$ cat src/rtl/axi_lite_pkg.sv
// Shared AXI4-Lite definitions: response codes, default widths and the
// master's state encoding.
package axi_lite_pkg;

    localparam int DEFAULT_DATA_WIDTH = 32;
    localparam int DEFAULT_ADDR_WIDTH = 4;

    localparam logic [1:0] RESP_OKAY   = 2'b00;
    localparam logic [1:0] RESP_EXOKAY = 2'b01;
    localparam logic [1:0] RESP_SLVERR = 2'b10;
    localparam logic [1:0] RESP_DECERR = 2'b11;

    typedef enum logic [2:0] {
        ST_IDLE,
        ST_WR,
        ST_WR_RESP,
        ST_RD_ADDR,
        ST_RD_DATA,
        ST_RESP
    } master_state_e;

    // SLVERR and DECERR both have bit 1 set; OKAY and EXOKAY do not.
    function automatic logic resp_is_err(input logic [1:0] resp);
        return resp[1];
    endfunction

endpackage

$ cat src/rtl/axi_lite_if.sv
// AXI4-Lite bus bundle with manager (master) and responder (slave) views.
interface axi_lite_if
    import axi_lite_pkg::*;
#(
    parameter int DATA_WIDTH = DEFAULT_DATA_WIDTH,
    parameter int ADDR_WIDTH = DEFAULT_ADDR_WIDTH
);
    logic [ADDR_WIDTH-1:0]   awaddr;
    logic                    awvalid;
    logic                    awready;
    logic [DATA_WIDTH-1:0]   wdata;
    logic [DATA_WIDTH/8-1:0] wstrb;
    logic                    wvalid;
    logic                    wready;
    logic [1:0]              bresp;
    logic                    bvalid;
    logic                    bready;
    logic [ADDR_WIDTH-1:0]   araddr;
    logic                    arvalid;
    logic                    arready;
    logic [DATA_WIDTH-1:0]   rdata;
    logic [1:0]              rresp;
    logic                    rvalid;
    logic                    rready;

    modport master (
        output awaddr, awvalid, wdata, wstrb, wvalid, bready, araddr, arvalid, rready,
        input  awready, wready, bresp, bvalid, arready, rdata, rresp, rvalid
    );

    modport slave (
        input  awaddr, awvalid, wdata, wstrb, wvalid, bready, araddr, arvalid, rready,
        output awready, wready, bresp, bvalid, arready, rdata, rresp, rvalid
    );

endinterface

$ cat src/rtl/axi_lite_master.sv
// Single-outstanding AXI4-Lite manager: turns one request/response transaction
// into AW+W/B or AR/R bus traffic, with every output driven from a register.
module axi_lite_master
    import axi_lite_pkg::*;
#(
    parameter int AXI_DATA_WIDTH = DEFAULT_DATA_WIDTH,
    parameter int AXI_ADDR_WIDTH = DEFAULT_ADDR_WIDTH
) (
    input  logic                        clk,
    input  logic                        reset,
    input  logic                        req_valid,
    output logic                        req_ready,
    input  logic                        req_we,
    input  logic [AXI_ADDR_WIDTH-1:0]   req_addr,
    input  logic [AXI_DATA_WIDTH-1:0]   req_wdata,
    input  logic [AXI_DATA_WIDTH/8-1:0] req_wstrb,
    output logic                        rsp_valid,
    output logic [AXI_DATA_WIDTH-1:0]   rsp_rdata,
    output logic                        rsp_err,
    axi_lite_if.master                  m_axi
);

    localparam int STRB_WIDTH = AXI_DATA_WIDTH / 8;

    master_state_e             state_q, state_d;
    logic                      req_ready_q, req_ready_d;
    logic                      awvalid_q, awvalid_d, wvalid_q, wvalid_d;
    logic                      aw_done_q, aw_done_d, w_done_q, w_done_d;
    logic                      bready_q, bready_d, arvalid_q, arvalid_d, rready_q, rready_d;
    logic                      we_q, we_d;
    logic [AXI_ADDR_WIDTH-1:0] addr_q, addr_d;
    logic [AXI_DATA_WIDTH-1:0] wdata_q, wdata_d, rdata_q, rdata_d;
    logic [STRB_WIDTH-1:0]     wstrb_q, wstrb_d;
    logic [1:0]                resp_q, resp_d;
    logic                      rsp_valid_q, rsp_valid_d, rsp_err_q, rsp_err_d;
    logic [AXI_DATA_WIDTH-1:0] rsp_rdata_q, rsp_rdata_d;
    logic                      aw_fire, w_fire;

    assign aw_fire = awvalid_q && m_axi.awready;
    assign w_fire  = wvalid_q && m_axi.wready;

    always_ff @(posedge clk) begin
        if (reset) begin
            state_q     <= ST_IDLE;
            req_ready_q <= 1'b0;
            awvalid_q   <= 1'b0;
            wvalid_q    <= 1'b0;
            aw_done_q   <= 1'b0;
            w_done_q    <= 1'b0;
            bready_q    <= 1'b0;
            arvalid_q   <= 1'b0;
            rready_q    <= 1'b0;
            we_q        <= 1'b0;
            addr_q      <= '0;
            wdata_q     <= '0;
            wstrb_q     <= '0;
            rdata_q     <= '0;
            resp_q      <= RESP_OKAY;
            rsp_valid_q <= 1'b0;
            rsp_err_q   <= 1'b0;
            rsp_rdata_q <= '0;
        end else begin
            state_q     <= state_d;
            req_ready_q <= req_ready_d;
            awvalid_q   <= awvalid_d;
            wvalid_q    <= wvalid_d;
            aw_done_q   <= aw_done_d;
            w_done_q    <= w_done_d;
            bready_q    <= bready_d;
            arvalid_q   <= arvalid_d;
            rready_q    <= rready_d;
            we_q        <= we_d;
            addr_q      <= addr_d;
            wdata_q     <= wdata_d;
            wstrb_q     <= wstrb_d;
            rdata_q     <= rdata_d;
            resp_q      <= resp_d;
            rsp_valid_q <= rsp_valid_d;
            rsp_err_q   <= rsp_err_d;
            rsp_rdata_q <= rsp_rdata_d;
        end
    end

    always_comb begin
        state_d     = state_q;
        req_ready_d = req_ready_q;
        awvalid_d   = awvalid_q;
        wvalid_d    = wvalid_q;
        aw_done_d   = aw_done_q;
        w_done_d    = w_done_q;
        bready_d    = bready_q;
        arvalid_d   = arvalid_q;
        rready_d    = rready_q;
        we_d        = we_q;
        addr_d      = addr_q;
        wdata_d     = wdata_q;
        wstrb_d     = wstrb_q;
        rdata_d     = rdata_q;
        resp_d      = resp_q;
        rsp_valid_d = 1'b0;
        rsp_err_d   = rsp_err_q;
        rsp_rdata_d = rsp_rdata_q;

        case (state_q)
            ST_IDLE: begin
                req_ready_d = 1'b1;
                // Acceptance uses the registered ready, so the first IDLE cycle after reset never accepts.
                if (req_valid && req_ready_q) begin
                    req_ready_d = 1'b0;
                    we_d        = req_we;
                    addr_d      = req_addr;
                    wdata_d     = req_wdata;
                    wstrb_d     = req_wstrb;
                    if (req_we) begin
                        awvalid_d = 1'b1;
                        wvalid_d  = 1'b1;
                        state_d   = ST_WR;
                    end else begin
                        arvalid_d = 1'b1;
                        state_d   = ST_RD_ADDR;
                    end
                end
            end
            ST_WR: begin
                if (aw_fire) begin
                    awvalid_d = 1'b0;
                    aw_done_d = 1'b1;
                end
                if (w_fire) begin
                    wvalid_d = 1'b0;
                    w_done_d = 1'b1;
                end
                if ((aw_done_q || aw_fire) && (w_done_q || w_fire)) begin
                    aw_done_d = 1'b0;
                    w_done_d  = 1'b0;
                    bready_d  = 1'b1;
                    state_d   = ST_WR_RESP;
                end
            end
            ST_WR_RESP: begin
                if (m_axi.bvalid && bready_q) begin
                    resp_d   = m_axi.bresp;
                    bready_d = 1'b0;
                    state_d  = ST_RESP;
                end
            end
            ST_RD_ADDR: begin
                if (arvalid_q && m_axi.arready) begin
                    arvalid_d = 1'b0;
                    rready_d  = 1'b1;
                    state_d   = ST_RD_DATA;
                end
            end
            ST_RD_DATA: begin
                if (m_axi.rvalid && rready_q) begin
                    rdata_d  = m_axi.rdata;
                    resp_d   = m_axi.rresp;
                    rready_d = 1'b0;
                    state_d  = ST_RESP;
                end
            end
            ST_RESP: begin
                rsp_valid_d = 1'b1;
                rsp_err_d   = resp_is_err(resp_q);
                if (!we_q) begin
                    rsp_rdata_d = rdata_q;
                end
                req_ready_d = 1'b1;
                state_d     = ST_IDLE;
            end
            default: begin
                state_d = ST_IDLE;
            end
        endcase
    end

    assign req_ready     = req_ready_q;
    assign rsp_valid     = rsp_valid_q;
    assign rsp_rdata     = rsp_rdata_q;
    assign rsp_err       = rsp_err_q;
    assign m_axi.awaddr  = addr_q;
    assign m_axi.awvalid = awvalid_q;
    assign m_axi.wdata   = wdata_q;
    assign m_axi.wstrb   = wstrb_q;
    assign m_axi.wvalid  = wvalid_q;
    assign m_axi.bready  = bready_q;
    assign m_axi.araddr  = addr_q;
    assign m_axi.arvalid = arvalid_q;
    assign m_axi.rready  = rready_q;

endmodule

$ cat src/flat_wrapper.sv
// flat-port wrapper written by rule: the top's interface ports become plain ports
module axi_lite_master_flat import axi_lite_pkg::*;
#(
    parameter int AXI_DATA_WIDTH = DEFAULT_DATA_WIDTH,
    parameter int AXI_ADDR_WIDTH = DEFAULT_ADDR_WIDTH
)
  (clk, reset, req_valid, req_ready, req_we, req_addr, req_wdata, req_wstrb, rsp_valid, rsp_rdata, rsp_err, m_axi_awaddr, m_axi_awvalid, m_axi_wdata, m_axi_wstrb, m_axi_wvalid, m_axi_bready, m_axi_araddr, m_axi_arvalid, m_axi_rready, m_axi_awready, m_axi_wready, m_axi_bresp, m_axi_bvalid, m_axi_arready, m_axi_rdata, m_axi_rresp, m_axi_rvalid);
  axi_lite_if #(.DATA_WIDTH((32)), .ADDR_WIDTH((4))) m_axi_i ();
  input  logic clk;
  input  logic reset;
  input  logic req_valid;
  output logic req_ready;
  input  logic req_we;
  input  logic [AXI_ADDR_WIDTH-1:0] req_addr;
  input  logic [AXI_DATA_WIDTH-1:0] req_wdata;
  input  logic [AXI_DATA_WIDTH/8-1:0] req_wstrb;
  output logic rsp_valid;
  output logic [AXI_DATA_WIDTH-1:0] rsp_rdata;
  output logic rsp_err;
  output wire logic [$bits(m_axi_i.awaddr)-1:0] m_axi_awaddr;
  output wire logic [$bits(m_axi_i.awvalid)-1:0] m_axi_awvalid;
  output wire logic [$bits(m_axi_i.wdata)-1:0] m_axi_wdata;
  output wire logic [$bits(m_axi_i.wstrb)-1:0] m_axi_wstrb;
  output wire logic [$bits(m_axi_i.wvalid)-1:0] m_axi_wvalid;
  output wire logic [$bits(m_axi_i.bready)-1:0] m_axi_bready;
  output wire logic [$bits(m_axi_i.araddr)-1:0] m_axi_araddr;
  output wire logic [$bits(m_axi_i.arvalid)-1:0] m_axi_arvalid;
  output wire logic [$bits(m_axi_i.rready)-1:0] m_axi_rready;
  input wire logic [$bits(m_axi_i.awready)-1:0] m_axi_awready;
  input wire logic [$bits(m_axi_i.wready)-1:0] m_axi_wready;
  input wire logic [$bits(m_axi_i.bresp)-1:0] m_axi_bresp;
  input wire logic [$bits(m_axi_i.bvalid)-1:0] m_axi_bvalid;
  input wire logic [$bits(m_axi_i.arready)-1:0] m_axi_arready;
  input wire logic [$bits(m_axi_i.rdata)-1:0] m_axi_rdata;
  input wire logic [$bits(m_axi_i.rresp)-1:0] m_axi_rresp;
  input wire logic [$bits(m_axi_i.rvalid)-1:0] m_axi_rvalid;
  assign m_axi_awaddr = m_axi_i.awaddr;
  assign m_axi_awvalid = m_axi_i.awvalid;
  assign m_axi_wdata = m_axi_i.wdata;
  assign m_axi_wstrb = m_axi_i.wstrb;
  assign m_axi_wvalid = m_axi_i.wvalid;
  assign m_axi_bready = m_axi_i.bready;
  assign m_axi_araddr = m_axi_i.araddr;
  assign m_axi_arvalid = m_axi_i.arvalid;
  assign m_axi_rready = m_axi_i.rready;
  assign m_axi_i.awready = m_axi_awready;
  assign m_axi_i.wready = m_axi_wready;
  assign m_axi_i.bresp = m_axi_bresp;
  assign m_axi_i.bvalid = m_axi_bvalid;
  assign m_axi_i.arready = m_axi_arready;
  assign m_axi_i.rdata = m_axi_rdata;
  assign m_axi_i.rresp = m_axi_rresp;
  assign m_axi_i.rvalid = m_axi_rvalid;
  axi_lite_master #(.AXI_DATA_WIDTH(AXI_DATA_WIDTH), .AXI_ADDR_WIDTH(AXI_ADDR_WIDTH)) u_core (.clk(clk), .reset(reset), .req_valid(req_valid), .req_ready(req_ready), .req_we(req_we), .req_addr(req_addr), .req_wdata(req_wdata), .req_wstrb(req_wstrb), .rsp_valid(rsp_valid), .rsp_rdata(rsp_rdata), .rsp_err(rsp_err), .m_axi(m_axi_i));
endmodule
$ cat config.mk
export PLATFORM = sky130hd
export DESIGN_NAME = axi_lite_master_flat
export DESIGN_NICKNAME = d
export VERILOG_FILES = /design/src/rtl/axi_lite_pkg.sv /design/src/rtl/axi_lite_if.sv /design/src/rtl/axi_lite_master.sv /design/src/flat_wrapper.sv
export SDC_FILE = /design/constraint.sdc
export NUM_CORES = 1
export LEC_CHECK = 0
export BUFFER_PORTS_ARGS = -buffer_cell sky130_fd_sc_hd__buf_2
export CORE_ASPECT_RATIO = 1.25
export CORE_MARGIN = 4
export CORE_UTILIZATION = 52
export CTS_CLUSTER_DIAMETER = 30
export CTS_CLUSTER_SIZE = 10
export DETAILED_ROUTE_END_ITERATION = 10
export PLACE_DENSITY = 0.85
export SETUP_SLACK_MARGIN = 0.02
export SYNTH_ARGS = -nofsm -noshare
export SYNTH_HDL_FRONTEND = slang
export SYNTH_SLANG_ARGS = --single-unit
$ cat constraint.sdc
create_clock -name clk -period 3.05 [get_ports clk]
set_input_delay 0.1525 -clock clk [delete_from_list [all_inputs] [get_ports clk]]
set_output_delay 0.1525 -clock clk [all_outputs]
set_load 0.02 [all_outputs]
==> results by group, run 1 <==
Placed design
  • Gpl congestion: 0.871
  • Hpwl dp: ~7300 um
  • Worst slack at placement: around 0.8 ns
  • Input/output buffers: around 170

Critical path
  • Critical-path maximum fanout: 32
  • Critical Path Start Type: flop
  • Crit path to: u_core.rdata_q[5]
  • R2r setup slk: about 0.7 ns
  • Worst EP required: 3.40 ns
  • Reg-to-Reg Start: u_core.state_q[2]
  • Arrival time worst endpoint: about 2.7 ns
  • Crit Path Class: reg -> reg
  • R2R Path End: u_core.rdata_q[5]
  • R2R depth: 4
  • Setup crit start: u_core.state_q[2]
  • Worst Setup End Kind: flop

Route
  • WL per Instance: 15.5 um
  • Via count: approximately 4700
  • Top Layer Used: met4
  • Met2 routed WL: around 7100 um
  • Total wire length: around 14000 um
  • DRT iter0 DRCs: roughly 350
  • Final ANT Viol Nets: 0
  • DRT Pass-1 Iters: 5
  • Vias per std cell: around 5.3
  • Met1 wire length: 4930 um
  • Met3 wire length: 1020 um
  • DRC Markers: 0

Global route
  • Vias in the first global route: around 4600
  • Pin count of the biggest net entering global routing: just under 90
  • Total GRT Usage: between 20% and 30%
  • Gr ovfl total: 0
  • First-pass GRT wire length: around 21000 um
  • Initial antenna violation count: 1

Pwr
  • Cell Pwr Density: between 600 and 700 nW/um^2
  • Pleak: ~2.8 nW
  • Worst vdd ir: a little under 600 uV

Clock network
  • CTS hold repair buffers: between 70 and 80
  • TritonCTS clock tree: built
  • CTS buffer count: 17
  • H-tree depth: 4
  • Post-CTS Setup Bufs: 0
  • Clock transition at the registers of the reported paths: 0.05 ns
  • Cts repair resizes: 0
  • CTS Buffer Depth: 2
  • CTS root buf: clkbuf_8
  • Clock sinks: around 120
  • Clk_lat worst skew: just over 0.5 ns

Yosys
  • Mapped Area: between 4000 and 5000 sq um
  • Synth area leaders: dfxtp_1, nand2_1, a21oi_1, clkbuf_1, buf_2
  • Net Count, Synth: around 630
  • Cell taking the most area after synthesis: dfxtp_1
  • Syn_area_per_cell: approximately 7.9 sq um
  • Count leader, synth: nand2_1
  • Cell variety after synth: 36
  • Synth top area share: 55.1%
  • Post-synth top cells: nand2_1, dfxtp_1, a21oi_1
  • EDFF count, synth: 0
  • Synth Instances: between 500 and 600
  • Synth warnings: 0
  • Seq cells post-synth: about 120
  • Most used DFF post-synth: dfxtp_1
  • Post-synthesis sequential area ratio: a little under three fifths
  • Post-synth ARST share: 0%

Timing
  • Final setup viols: 0
  • Period utilization: 77.2%
  • Final worst slack: 0.695 ns
  • Post-layout minimum cycle time: roughly 2.4 ns
  • Clock Skews: ~0.0058 ns
  • Slew headroom: between 20% and 30%
  • Slew Limit Fails: 0
  • Worst-margin pin slew: approximately 1.2 ns
  • RSZ-0062 raised after global routing: false
  • Max Freq: 425 MHz
  • Setup_tns: 0 ns
  • Final hold vios: 0

Finish
  • Fillers: around 480
  • NumNets Final: roughly 860
  • Register area: between 2000 and 2500 sq um
  • Area delta synth->final: 50.2%
  • Share of post-route cells with drive strength above 1: between 20% and 30%
  • Area of the multi-input gates: roughly 1700 sq um

Worst hold path
  • Hold Crit Class: in -> reg

Run status
  • Status: complete, no violations

Die
  • Rows: 36
  • Initial core utilization: a little over half
  • Die W: ~90 um
  • Die Y: 110 um
  • I/O pin count: 169
  • Die area: just under 10000 sq um
  • Core area: slightly below 8000 sq um

Job
  • Maxcap violations: 0
cell usage in the layout, fill, tap and decap left out, drive strengths merged, types with 2 or more instances in the layout:
cell type    synthesis  final
o21ai                4      4
buf                 18    171
dfxtp              119    119
a21oi              115    115
nand2b               4      4
nor2b                2      2
bufinv               0      3
mux2i                3      3
or2                  2      2
nor3b                2      2
a31oi                2      2
nor2                 7      7
nor3                 3      3
a211o                2      2
clkbuf              25     24
dlygate4sd3          0     78
nand2              222    222
clkinv               0      5
power by group:
part	switching, mW	leakage (nW)	internal (mW)	total [mW]
registers	0.0965	0.962	1.66	1.76
clock network	0.663	0.299	1.33	1.99
logic	0.454	1.49	0.293	0.747
total	1.21	2.75	3.28	4.50
per-layer routing:
layer  vias to the layer above  global-route usage, %
li1                       2235                      -
met1                      2150                   30.1
met2                       223                   48.7
met3                        60                   8.10
met4                         0                   16.5
met5                         -                      0
registers in the layout, indices dropped and copies added, names as in the netlist:
signal / flops
u_core.rsp_rdata: 32
u_core.rsp_valid: 1
u_core.req_ready: 1
u_core.m_axi.araddr: 4
u_core.resp_q: 1
u_core.m_axi.awvalid: 1
u_core.m_axi.wvalid: 1
u_core.rsp_err: 1
u_core.m_axi.bready: 1
u_core.w_done_q: 1
u_core.rdata_q: 32
u_core.m_axi.wstrb: 4
u_core.aw_done_q: 1
u_core.we_q: 1
u_core.m_axi.rready: 1
u_core.m_axi.arvalid: 1
u_core.state_q: 3
u_core.m_axi.wdata: 32
worst max-delay path, stage by stage, from the launching register on:
cell	delay (ns)
dfxtp_1	0.66
or3b_1	0.49
or2_1	0.68
nand2_1	0.26
a21oi_1	0.09
cell type report:
class	count	share of cell area (%)
clock inverter	8	1.83
multi-input combinational	383	26.7
clock buffer	24	7.40
tap	95	1.83
antenna	1	0.0386
inverter	1	0.0578
timing repair buffer	249	25.4
sequential	119	36.7
logic make-up (layout without fill, tap and decap cells):
kind of cell / count (synthesis) / count (layout) / share of synthesized area [%]
AND/OR/NAND/NOR: 248 / 248 / 22.9
AO/OA/AOI/OAI: 131 / 131 / 16.0
flip-flops: 119 / 119 / 55.1
buffers and inverters: 44 / 282 / 5.01
multiplexers: 4 / 4 / 0.956
other: 0 / 1 / 0
metrics by stage:
step | hold WS (ns) | total power [mW] | utilization (%) | area [sq um] | cells
2_1_floorplan | 0.288 | 2.21 | - | 4320 | 546
3_3_place_gp | 0.392 | 2.40 | 64.4 | 5110 | 769
3_5_place_dp | 0.399 | 2.43 | 64.4 | 5110 | 769
4_1_cts | 0.0147 | 4.49 | 81.8 | 6490 | 879
5_1_grt | 0.0626 | 4.66 | 81.9 | 6490 | 880
6_report | 0.0533 | 4.50 | 81.9 | 6490 | 880
worst min path at each step:
stage / from / endpoint / cells past startpoint
after global placement: req_wdata[6] / u_core.m_axi.wdata[6] / 3
after CTS: req_valid / u_core.req_ready / 4
after floorplan: m_axi_rdata[0] / u_core.rdata_q[0] / 2
final: m_axi_bvalid / u_core.m_axi.bready / 4
after global routing: req_valid / u_core.req_ready / 4
after detailed placement: req_addr[3] / u_core.m_axi.araddr[3] / 3
Power figures use the tool's default switching activity.
==> inputs of run 2 (changes only) <==
Settings changed: CORE_UTILIZATION 52 to 48, PLACE_DENSITY 0.85 to 0.79.
Clock period 3.05 ns to 2.25 ns, I/O delays scaled along.
==> results by group, run 2 (synthesized netlist as in run 1, its figures left out) <==
Critical path
  • R2R depth: 6
  • Critical Path Max Stage Delay: 0.56 ns
  • Crit Path Class: reg -> reg
  • Arrival time worst endpoint: between 2 and 3 ns
  • Crit path buf inv count: 3
  • Largest delay share family, worst path: buffers and inverters
  • R2r setup slk: around 0.19 ns
  • Critical path's most frequent cell: buf_4
  • Critical Path Start Type: flop
  • Slowest CP cell: dlygate4sd3_1
  • Worst Setup End Kind: flop
  • Critical-path maximum fanout: 22
  • Worst EP required: ~2.7 ns
  • R2R Path End: u_core.m_axi.wvalid
  • Critical Path, Cell by Cell: buf_4 > nor4_4 > buf_4 > nand2_1 > a21oi_1 > dlygate4sd3_1
  • Reg-to-Reg Start: u_core.state_q[2]

Global route
  • Total GRT Usage: approximately 25%
  • Initial antenna violation count: 0
  • Vias in the first global route: ~4500
  • Pin count of the biggest net entering global routing: 54
  • First-pass GRT wire length: 21200 um
  • Gr ovfl total: 0

Worst hold path
  • Hold Path Depth: 4
  • Hold path endpoint: u_core.req_ready
  • Hold Crit Class: in -> reg
  • Min-delay src: req_valid

Timing
  • Period utilization: 91.6%
  • Slew Limit Fails: 0
  • Setup_tns: 0 ns
  • Post-layout minimum cycle time: approximately 2.1 ns
  • Clock Skews: about 0.0086 ns
  • Final hold vios: 0
  • RSZ-0062 raised after global routing: false
  • Max Freq: approximately 490 MHz
  • Slew headroom: 59.0%
  • Worst-margin pin slew: 0.616 ns
  • Final setup viols: 0

Placed design
  • Input/output buffers: between 150 and 200
  • Hpwl dp: approximately 7400 um
  • Placed Cells incl. Taps: 800
  • Placed cell area: just over 5000 sq um
  • Gpl congestion: between 0.7 and 0.8

Clock network
  • TritonCTS clock tree: built
  • Cts repair resizes: 0
  • Clock sinks: around 120
  • CTS root buf: clkbuf_8
  • H-tree depth: 4
  • CTS buffer count: 17
  • Clock transition at the registers of the reported paths: about 0.06 ns
  • Post-CTS Setup Bufs: 0
  • CTS Buffer Depth: 2
  • Clk_lat worst skew: around 0.5 ns

Route
  • Total wire length: between 10000 and 15000 um
  • DRC Markers: 0
  • Via count: approximately 4600
  • Final ANT Viol Nets: 0
  • Met2 routed WL: 6900 um
  • DRT Pass-1 Iters: 4
  • DRT iter0 DRCs: around 270
  • Top Layer Used: met4
  • Met1 wire length: between 5000 and 6000 um
  • Vias per std cell: 5.03
  • WL per Instance: between 10 and 15 um
  • Met3 wire length: approximately 850 um

Pwr
  • Cell Pwr Density: ~960 nW/um^2
  • Pleak: ~2.8 nW
  • Worst vdd ir: slightly below 800 uV
  • Pwr Total: approximately 6.4 mW

Finish
  • Ant diodes: 0
  • Area delta synth->final: 54.2%
  • NumNets Final: around 870
  • Fin area: ~6700 sq um
  • Core Util, Final: about 76%
  • Non-Filler Instances: approximately 910
  • Most frequent cells in the layout: nand2_1, buf_2, dfxtp_1
  • Share of post-route cells with drive strength above 1: a little over a quarter
  • Most common cell after layout, fill and taps aside: nand2_1

Die
  • Die Y: between 100 and 150 um
  • Core area: between 8000 and 9000 sq um
  • Die area: ~11000 sq um
  • Initial core utilization: approximately 49%
  • Die W: roughly 93 um
  • Rows: 38
  • I/O pin count: 169

Run status
  • Status: complete, no violations

Job
  • Maxcap violations: 0
-- run 2: per-stage QoR --
stage	worst slack (ns)	hold WS [ns]
finish	0.189	0.0328
global route	0.0223	0.0483
detailed placement	0.393	0.359
global placement	0.440	0.352
floorplan	0.663	0.248
CTS	0.241	0.0113
-- run 2: timing repair --
item	4_1_cts	5_1_grt
endpoints found under the hold margin	81	0
setup endpoints to repair	0	0
hold buffers	81	0
-- run 2: cell type report --
class | count | area [sq um]
Inverter | 1 | 3.75
Clock inverter | 10 | 191
Clock buffer | 22 | 473
Multi-Input combinational cell | 383 | 1730
Tap cell | 120 | 150
Fill cell | 624 | 2090
Sequential cell | 119 | 2380
Timing Repair Buffer | 258 | 1730
-- run 2: metal layers --
layer	track usage [%]	vias up
met3	8.22	29
met4	9.48	0
met1	28.7	2140
li1	-	2247
met5	0	-
met2	43.1	174
-- run 2: worst max-delay path by stage --
| stage | start | to | slack (ns) | cells past startpoint |
|---|---|---|---|---|
| global route | u_core.state_q[0] | u_core.m_axi.awvalid | 0.02 | 6 |
| detailed placement | u_core.state_q[0] | u_core.rsp_rdata[24] | 0.39 | 4 |
| CTS | u_core.state_q[0] | u_core.resp_q[1] | 0.24 | 4 |
| global placement | u_core.state_q[0] | u_core.m_axi.wdata[21] | 0.44 | 4 |
| finish | u_core.state_q[2] | u_core.m_axi.wvalid | 0.19 | 6 |
| floorplan | u_core.req_ready | u_core.m_axi.araddr[3] | 0.66 | 6 |
-- run 2: tightest hold or removal path, delay by kind of cell --
kind	cells	cell delay (ns)
compound gates	1	0.07
buf+inv	1	0.10
simple gates	2	0.20
-- run 2: where the power goes --
| part | internal, mW | switching, mW |
|---|---|---|
| logic | 0.427 | 0.620 |
| clock network | 2.03 | 0.931 |
| registers | 2.25 | 0.122 |
==> inputs of run 3 (changes only) <==
Settings changed: ABC_AREA set to 1, CORE_UTILIZATION 48 to 49, PLACE_DENSITY 0.79 to 0.8.
==> results by group, run 3 <==
Run status
  • Status: complete, no violations

Critical path
  • Worst Setup End Kind: flop
  • R2r setup slk: 0.19 ns
  • Worst EP required: 2.71 ns
  • Slowest CP cell: dlygate4sd3_1
  • Critical-path maximum fanout: 11
  • Arrival time worst endpoint: 2.52 ns
  • Critical Path Start Type: flop
  • Critical Path, Cell by Cell: nor2_4 > nand2_2 > nor2_4 > inv_2 > or2_0 > a21oi_1 > dlygate4sd3_1
  • Critical path's most frequent cell: nor2_4
  • Crit Path Class: reg -> reg
  • Critical Path Max Stage Delay: ~0.55 ns

Yosys
  • Syn_area_per_cell: about 8.4 sq um
  • Seq cells post-synth: between 100 and 150
  • Post-synthesis adder-cell area fraction: 0%
  • Net Count, Synth: around 600
  • Post-Synth Simple-Gate Area: between 10% and 20%
  • Synth Area in Compound Gates: a little under a quarter
  • Count leader, synth: dfxtp_1
  • Cell variety after synth: 24
  • Mapped Area: roughly 4400 sq um
  • Mux contribution to synthesized area: 0%
  • Most used DFF post-synth: dfxtp_1
  • Cell taking the most area after synthesis: dfxtp_1
  • Post-synthesis sequential area ratio: between 50% and 60%
  • Post-synth ARST share: 0%
  • Post-synth top cells: dfxtp_1, nor2_1, o21ai_0
  • Synth warnings: 0
  • XOR/XNOR Fraction of Synth Area: 0%
  • Synth top area share: 53.6%
  • Synth area leaders: dfxtp_1, o21ai_0, nor2_1, a21oi_2, a21oi_1
  • Largest family of logic cells by synthesized area: compound AO/OA/AOI/OAI gates
  • EDFF count, synth: 0
  • Synth Instances: ~530

Timing
  • Final setup viols: 0
  • Post-layout minimum cycle time: 2.06 ns
  • Period utilization: around nine tenths
  • Hold WS: between 0.06 and 0.07 ns
  • Final hold vios: 0
  • RSZ-0062 raised after global routing: false
  • Clock Skews: between 0.007 and 0.008 ns
  • Max Freq: between 400 and 500 MHz
  • Slew Limit Fails: 0
  • Slew headroom: 47.4%
  • Final worst slack: around 0.19 ns
  • Setup_tns: 0 ns
  • Worst-margin pin slew: 0.788 ns

Die
  • Initial core utilization: 50.8%
  • Die W: 93.2 um
  • I/O pin count: ~170
  • Rows: 38
  • Die Y: 114 um
  • Core area: about 8700 sq um
  • Die area: around 11000 sq um

Clock network
  • CTS root buf: clkbuf_8
  • Cts repair resizes: 0
  • CTS Buffer Depth: 2
  • H-tree depth: 4
  • CTS buffer count: 17
  • TritonCTS clock tree: built
  • Clk_lat worst skew: around 0.51 ns
  • Clock sinks: 119
  • Clock transition at the registers of the reported paths: around 0.060 ns

Global route
  • Gr ovfl total: 0
  • First-pass GRT wire length: about 22000 um
  • Initial antenna violation count: 0
  • Vias in the first global route: around 4600
  • Pin count of the biggest net entering global routing: slightly below 80
  • Total GRT Usage: a little over a quarter

Placed design
  • Worst slack at placement: 0.309 ns
  • Input/output buffers: 166
  • Hpwl dp: between 7000 and 8000 um
  • Gpl congestion: 0.791

Pwr
  • Cell Pwr Density: 1020 nW/um^2
  • Pleak: slightly above 3 nW
  • Pwr Total: ~6.8 mW
  • Worst vdd ir: ~640 uV

Finish
  • Most common cell after layout, fill and taps aside: buf_2
  • NumNets Final: 850
  • Most frequent cells in the layout: buf_2, dfxtp_1, nor2_1
  • Area delta synth->final: 50.4%
  • Fillers: ~570
  • Share of post-route cells with drive strength above 1: a little under a third

Route
  • DRT iter0 DRCs: around 250
  • Total wire length: ~14000 um
  • DRC Markers: 0
  • DRT Pass-1 Iters: 5
  • Via count: 4590
  • Final ANT Viol Nets: 0
  • WL per Instance: between 15 and 20 um
  • Vias per std cell: about 5.1

Job
  • Maxcap violations: 0

Worst hold path
  • Hold Crit Class: in -> reg
run 3: cell types whose count changed after synthesis, sizes merged, moves of 3 or more:
| cell | before | now |
|---|---|---|
| a21oi | 115 | 75 |
| buf | 18 | 26 |
| clkbuf | 25 | 11 |
| inv | 1 | 40 |
| mux2i | 3 | 0 |
| nand2 | 222 | 36 |
| nand2b | 4 | 0 |
| nand3 | 1 | 14 |
| nor2 | 7 | 96 |
| nor3 | 3 | 0 |
| o21ai | 4 | 108 |
run 3: final timing paths:
kind | from | endpoint | depth (start not counted)
setup / recovery | u_core.state_q[0] | u_core.m_axi.arvalid | 7
hold / removal | req_valid | u_core.req_ready | 4
setup reg to reg | u_core.state_q[0] | u_core.m_axi.arvalid | 7
hold reg to reg | u_core.rsp_err | u_core.rsp_err | 2
run 3: metrics by stage:
| step | instances | utilization (%) | area, sq um |
|---|---|---|---|
| global placement | 783 | 60.3 | 5270 |
| finish | 898 | 76.4 | 6690 |
| global route | 897 | 76.4 | 6680 |
| detailed placement | 783 | 60.3 | 5270 |
| floorplan | 529 | - | 4440 |
| CTS | 897 | 76.4 | 6680 |
run 3: final cells by class:
cell class / instances / area (sq um) / share of cell area, %
flip-flops and latches: 119 / 2380 / 35.6
repair buffers: 254 / 1720 / 25.8
multi-input cells: 333 / 1700 / 25.4
clock buffers: 22 / 453 / 6.78
inverters: 40 / 150 / 2.25
well taps: 120 / 150 / 2.25
clock inverters: 9 / 125 / 1.87
diodes: 1 / 2.50 / 0.0374
run 3: worst max-delay path, delay by kind of cell (launching register included):
family | cells | cell delay [ns]
compound gates | 1 | 0.12
flops | 1 | 0.42
simple gates | 4 | 0.77
buf+inv | 2 | 0.69
run 3: report_power, final:
group          internal [mW]  switching, mW  total (mW)
logic                  0.590           1.07        1.66
registers               2.37          0.188        2.56
clock network           1.73          0.889        2.62
run 3: repair_timing:
item,in CTS,in global routing
hold endpoints to repair,83,0
hold buffers,83,0
buffers inserted,0,0
run 3: cell families (layout without fill, tap and decap cells):
kind of cell    count (synthesis)  in the layout
other cells                     0              1
buf+inv                        77            325
compound gates                184            184
flops                         119            119
simple gates                  149            149
run 3: metal layers:
layer	vias to the layer above	GRT usage [%]	wire length (um)
li1	2221	-	-
met1	2088	30.1	5320
met2	252	45.3	6910
met3	29	8.81	1220
met4	0	12.3	291
met5	-	0	0
